## config.mk

```make
export PLATFORM = sky130hd
export DESIGN_NAME = cond_logic
export DESIGN_NICKNAME = d
export VERILOG_FILES = /design/src/rtl/cond_logic.sv
export SDC_FILE = /design/constraint.sdc
export NUM_CORES = 1
export LEC_CHECK = 0
export CORE_ASPECT_RATIO = 0.9
export CORE_MARGIN = 4
export CORE_UTILIZATION = 41
export DETAILED_ROUTE_END_ITERATION = 8
export PLACE_DENSITY = 0.73
export SYNTH_ARGS = -nofsm -noshare
export SYNTH_HDL_FRONTEND = slang
export SYNTH_SLANG_ARGS = --single-unit
```

## constraint.sdc

```tcl
create_clock -name clk -period 2.2 [get_ports clk]
set_clock_uncertainty 0.1 [all_clocks]
set_input_delay 0.33 -clock clk [delete_from_list [all_inputs] [get_ports clk]]
set_output_delay 0.33 -clock clk [all_outputs]
set_load 0.05 [all_outputs]
```

## src/rtl/cond_logic.sv

```systemverilog
`default_nettype none
// ============================================================================
// cond_logic : ARM condition-code evaluation, {N,Z,C,V} flag store and
// condition-gated branch/register/memory strobes for the writeback stage.
// Optional macro COND_LOGIC_FLAG_SAVE_EN adds a flag save/restore register.
// Revision 1.0
// ============================================================================
module cond_logic #(
   parameter int CNT_W = 16
) (
   input  logic             clk,
   input  logic             reset_n,
   input  logic             en_i,
   input  logic             stall_i,
   input  logic             flush_i,
   input  logic [3:0]       cond_i,
   input  logic [3:0]       aluflags_i,
   input  logic [1:0]       flagw_i,
   input  logic             pcs_i,
   input  logic             regw_i,
   input  logic             memw_i,
   input  logic             nowrite_i,
`ifdef COND_LOGIC_FLAG_SAVE_EN
   input  logic             save_i,
   input  logic             restore_i,
   output logic [3:0]       saved_flags_o,
`endif
   output logic [3:0]       flags_o,
   output logic             condex_o,
   output logic             valid_o,
   output logic             pcsrc_o,
   output logic             regwrite_o,
   output logic             memwrite_o,
   output logic             illegal_o,
   output logic [CNT_W-1:0] failcnt_o
);

   localparam logic [CNT_W-1:0] c_CNT_ONE = {{(CNT_W-1){1'b0}}, 1'b1};

   logic [3:0]       flags_q, flags_d;
   logic             valid_q, valid_d;
   logic             pcsrc_q, pcsrc_d;
   logic             regw_q, regw_d;
   logic             memw_q, memw_d;
   logic             ill_q, ill_d;
   logic [CNT_W-1:0] cnt_q, cnt_d;
   logic             w_condex;
   logic             w_accept;
   logic             w_n, w_z, w_c, w_v;

   assign {w_n, w_z, w_c, w_v} = flags_q;
   assign w_accept = en_i & ~stall_i & ~flush_i;

   // Evaluated against the stored flags only, so a flag-setting instruction
   // affects the condition of the instruction that follows it.
   always_comb begin
      w_condex = 1'b0;
      case (cond_i)
         4'h0: w_condex = w_z;
         4'h1: w_condex = ~w_z;
         4'h2: w_condex = w_c;
         4'h3: w_condex = ~w_c;
         4'h4: w_condex = w_n;
         4'h5: w_condex = ~w_n;
         4'h6: w_condex = w_v;
         4'h7: w_condex = ~w_v;
         4'h8: w_condex = w_c & ~w_z;
         4'h9: w_condex = ~w_c | w_z;
         4'hA: w_condex = (w_n == w_v);
         4'hB: w_condex = (w_n != w_v);
         4'hC: w_condex = ~w_z & (w_n == w_v);
         4'hD: w_condex = w_z | (w_n != w_v);
         4'hE: w_condex = 1'b1;
         default: w_condex = 1'b0;
      endcase
   end

`ifdef COND_LOGIC_FLAG_SAVE_EN
   logic [3:0] saved_q, saved_d;
`endif

   always_comb begin
      flags_d = flags_q;
      if (w_accept && w_condex) begin
         if (flagw_i[1]) flags_d[3:2] = aluflags_i[3:2];
         if (flagw_i[0]) flags_d[1:0] = aluflags_i[1:0];
      end
`ifdef COND_LOGIC_FLAG_SAVE_EN
      // Save and restore together swap the two registers.
      saved_d = save_i ? flags_q : saved_q;
      if (restore_i) flags_d = saved_q;
`endif
   end

   always_comb begin
      valid_d = valid_q;
      pcsrc_d = pcsrc_q;
      regw_d  = regw_q;
      memw_d  = memw_q;
      ill_d   = ill_q;
      cnt_d   = cnt_q;
      if (!stall_i) begin
         valid_d = w_accept;
         pcsrc_d = w_accept & w_condex & pcs_i;
         regw_d  = w_accept & w_condex & regw_i & ~nowrite_i;
         memw_d  = w_accept & w_condex & memw_i;
         ill_d   = w_accept & (cond_i == 4'hF);
      end
      if (w_accept && !w_condex && !(&cnt_q)) cnt_d = cnt_q + c_CNT_ONE;
   end

   always_ff @(posedge clk or negedge reset_n) begin
      if (!reset_n) begin
         flags_q <= 4'h0;
         valid_q <= 1'b0;
         pcsrc_q <= 1'b0;
         regw_q  <= 1'b0;
         memw_q  <= 1'b0;
         ill_q   <= 1'b0;
         cnt_q   <= '0;
      end else begin
         flags_q <= flags_d;
         valid_q <= valid_d;
         pcsrc_q <= pcsrc_d;
         regw_q  <= regw_d;
         memw_q  <= memw_d;
         ill_q   <= ill_d;
         cnt_q   <= cnt_d;
      end
   end

`ifdef COND_LOGIC_FLAG_SAVE_EN
   always_ff @(posedge clk or negedge reset_n) begin
      if (!reset_n) saved_q <= 4'h0;
      else          saved_q <= saved_d;
   end
   assign saved_flags_o = saved_q;
`endif

   assign flags_o    = flags_q;
   assign condex_o   = w_condex;
   assign valid_o    = valid_q;
   assign pcsrc_o    = pcsrc_q;
   assign regwrite_o = regw_q;
   assign memwrite_o = memw_q;
   assign illegal_o  = ill_q;
   assign failcnt_o  = cnt_q;

endmodule
`default_nettype wire

```

==> results.toml <==
[synthesis]
yosysSeqAreaShare_pct = 43.9
synth_nets = 157
synth.cell_area_mm2 = 0.00142
synth-seq-cells = 25
yosys_warnings = 0
syn_inst = 137
ys_types = 41
ys.flop_type = "dfrtp_1"
async_flop_share_pct = 100
synth_edf_count = 0
syn_avg_cell_area_um2 = 10.4

[worst_setup_path]
r2r_setup_slack_ps = 80
r2r-end = "failcnt_o[8]"
rr_startpoint = "flags_o[3]"
reg2regPathDepth = 8
crit_path_end_kind = "output pin"
cp.arrival_ps = 1730
crit_path_cell_trace = "buf_4 -> o32ai_1 -> nor2_1 -> o211ai_2 -> buf_6 -> buf_12"
crit_path_start_kind = "flip-flop"
slowest_stage = "dfrtp_2"
worstPathRequired_ps = 1770
worst-setup-path-type = "flip-flop to output pin"
cp_max_fo = 5
max_stage_delay_ps = 460

[layout]
antenna_cells = 0
regArea_um2 = 638
fin_area_mm2 = 0.00220
drive_gt1_share_pct = 30.3
fillers = 277
multi_input_area_um2 = 831
layout.nets = 219
area_growth_pct = 54.2

[routing]
num_vias = 1261
drtAntennaViolNets = 0
drtIter0Drc = 42
routed_wl_mm = 3.64
firstDrtPassIters = 4
drc_errors = 0
wl_per_cell_um = 15.0
vias_per_cell = 5.21

[sta]
fin_ws_ps = 41.3
post-route-period-util_pct = 98.1
layout_min_cycle_time_ps = 2160
worst_slew_pin_slew_ps = 509
hold_viol_final = 0
clock.fmax_mhz = 463
slew_viol_final = 0
setup_viol = 0
rsz0062_at_grt = "true"
max-slew-margin-rel_pct = 66.0

[floorplan]
core_area_mm2 = 0.00335
rows = 20
ios = 45
initial_core_util_pct = 42.5
die_area_mm2 = 0.00448
dieWidth_um = 70.1
die_h_um = 63.9

[clock_network]
worstSkewPairLatency_ps = 270
cts_tree = "built"
clockBufferDepth = 2
cts_root_buf = "clkbuf_8"
cts_buffers = 3
cts_num_sinks = 25
ctsHoldBuffers = 0
path_clk_slew_ps = 90
htree_num_levels = 1

[placement]
gp_congestion = 0.906
dpl_worst_slack_ps = -498
dpl.hpwl_mm = 2.62
io_buffers = 44
post_dp_cell_area_mm2 = 0.00201

[global_routing]
grt_pass1_vias = 1267
overflow = 0
grt.total_usage_pct = 16.5
grt_pass1_wl_mm = 5.93
antenna_found_initial = 0
grt_max_degree = 26

[power_and_ir_drop]
p_leak_nw = 0.957
power.density_mw_per_mm2 = 866
irDropWorstVdd_uv = 700

[run_status]
status = "complete, no violations"

[run]
maxCapViolCount = 0

[min_path]
hold_path_class = "primary input to asynchronous set/reset pin"
layout by cell type (no fill, tap or decap), drive strengths merged, types with 2 or more instances in the layout:
cell type,Yosys,final
nor4b,2,2
clkdlybuf4s50,0,39
o32ai,2,2
inv,6,6
xor2,13,13
nand2b,2,2
nand2,11,11
nor2,5,5
mux2,5,5
nand4,4,4
dfrtp,25,25
a32o,2,2
nor2b,2,2
a211oi,2,2
buf,7,21
nand3,7,7
a22o,2,2
nor4,4,4
clkbuf,0,6
nand3b,2,2
nor3,10,10
o21ai,4,4
xnor2,3,3
or3,4,4
worst max-delay path, delay by kind of cell (launching register included):
kind / cells / cell delay, ps
AND/OR/NAND/NOR: 1 / 90
flip-flops: 1 / 460
buffers and inverters: 3 / 440
AO/OA/AOI/OAI: 2 / 470
where the power goes:
group	switching, mW	total [mW]	internal, mW
Sequential	0.124	0.671	0.547
Combinational	0.551	0.954	0.403
Clock	0.147	0.276	0.128
synthesized netlist by cell type (all sizes together), types with 2 or more instances:
master | instances | share of area [%]
dfrtp | 25 | 44
xor2 | 13 | 8.0
nand2 | 11 | 2.9
nor3 | 10 | 3.5
buf | 7 | 3.3
nand3 | 7 | 2.5
inv | 6 | 1.6
mux2 | 5 | 4.0
nor2 | 5 | 1.3
nand4 | 4 | 1.8
nor4 | 4 | 3.5
o21ai | 4 | 2.2
or3 | 4 | 1.8
xnor2 | 3 | 1.8
a211oi | 2 | 1.1
a22o | 2 | 1.2
a32o | 2 | 1.4
nand2b | 2 | 0.88
nand3b | 2 | 1.1
nor2b | 2 | 0.88
nor4b | 2 | 1.7
o32ai | 2 | 1.2
state kept, by name, indices dropped and copies added (netlist names):
name / count
failcnt_o: 16
flags_o: 4
illegal_o: 1
memwrite_o: 1
pcsrc_o: 1
regwrite_o: 1
valid_o: 1
worst max path at each step:
stage | start | to | slack (ps) | depth (start not counted)
after floorplan | flags_o[3] | flags_o[1] | 2 | 8
after global placement | cond_i[2] | failcnt_o[14] | -440 | 8
after detailed placement | cond_i[2] | failcnt_o[15] | -500 | 8
after CTS | flags_o[3] | condex_o | 6 | 6
after global routing | flags_o[3] | condex_o | -50 | 6
final | flags_o[3] | condex_o | 40 | 6
area by class of cell:
| cell class | count | share of cell area (%) |
|---|---|---|
| multi-input combinational | 99 | 37.8 |
| sequential | 25 | 29.1 |
| timing repair buffer | 64 | 27.4 |
| tap | 44 | 2.51 |
| clock buffer | 3 | 1.88 |
| inverter | 6 | 1.03 |
| clock inverter | 1 | 0.342 |
cell families (layout without fill, tap and decap cells):
| group | after synthesis | in the layout | synth area share [%] |
|---|---|---|---|
| AOI/OAI and AO/OA | 19 | 19 | 11.8 |
| buffers and inverters | 13 | 74 | 4.83 |
| adders and majority gates | 1 | 1 | 0.879 |
| and+or+nand+nor | 57 | 57 | 24.1 |
| muxes | 6 | 6 | 4.66 |
| xor gates and xnor gates | 16 | 16 | 9.84 |
| DFF | 25 | 25 | 43.9 |
metal layers:
layer  GRT usage (%)  routed length, um  vias to the layer above
met3            3.93                162                        4
met4            5.02                 47                        0
met2            27.7               1820                       33
met5               0                  0                        -
met1            21.2               1610                      605
li1                -                  -                      619
repair_timing:
item / in CTS / in global routing
endpoints found under the setup margin: 21 / 11
pin swaps: 5 / 7
buffers inserted: 5 / 0
gates resized for setup: 9 / 18
through the flow:
stage | util, % | hold slack [ps] | TNS, ps | total power, mW | cells
2_1_floorplan | - | -65.6 | 0 | 1.20 | 137
3_3_place_gp | 60.0 | 358 | -8160 | 1.50 | 233
3_5_place_dp | 60.0 | 364 | -8860 | 1.51 | 233
4_1_cts | 63.5 | 317 | 0 | 1.88 | 242
5_1_grt | 65.5 | 346 | -135 | 2.00 | 242
6_report | 65.5 | 308 | 0 | 1.90 | 242
No activity file was read; power rests on OpenSTA's default activity.
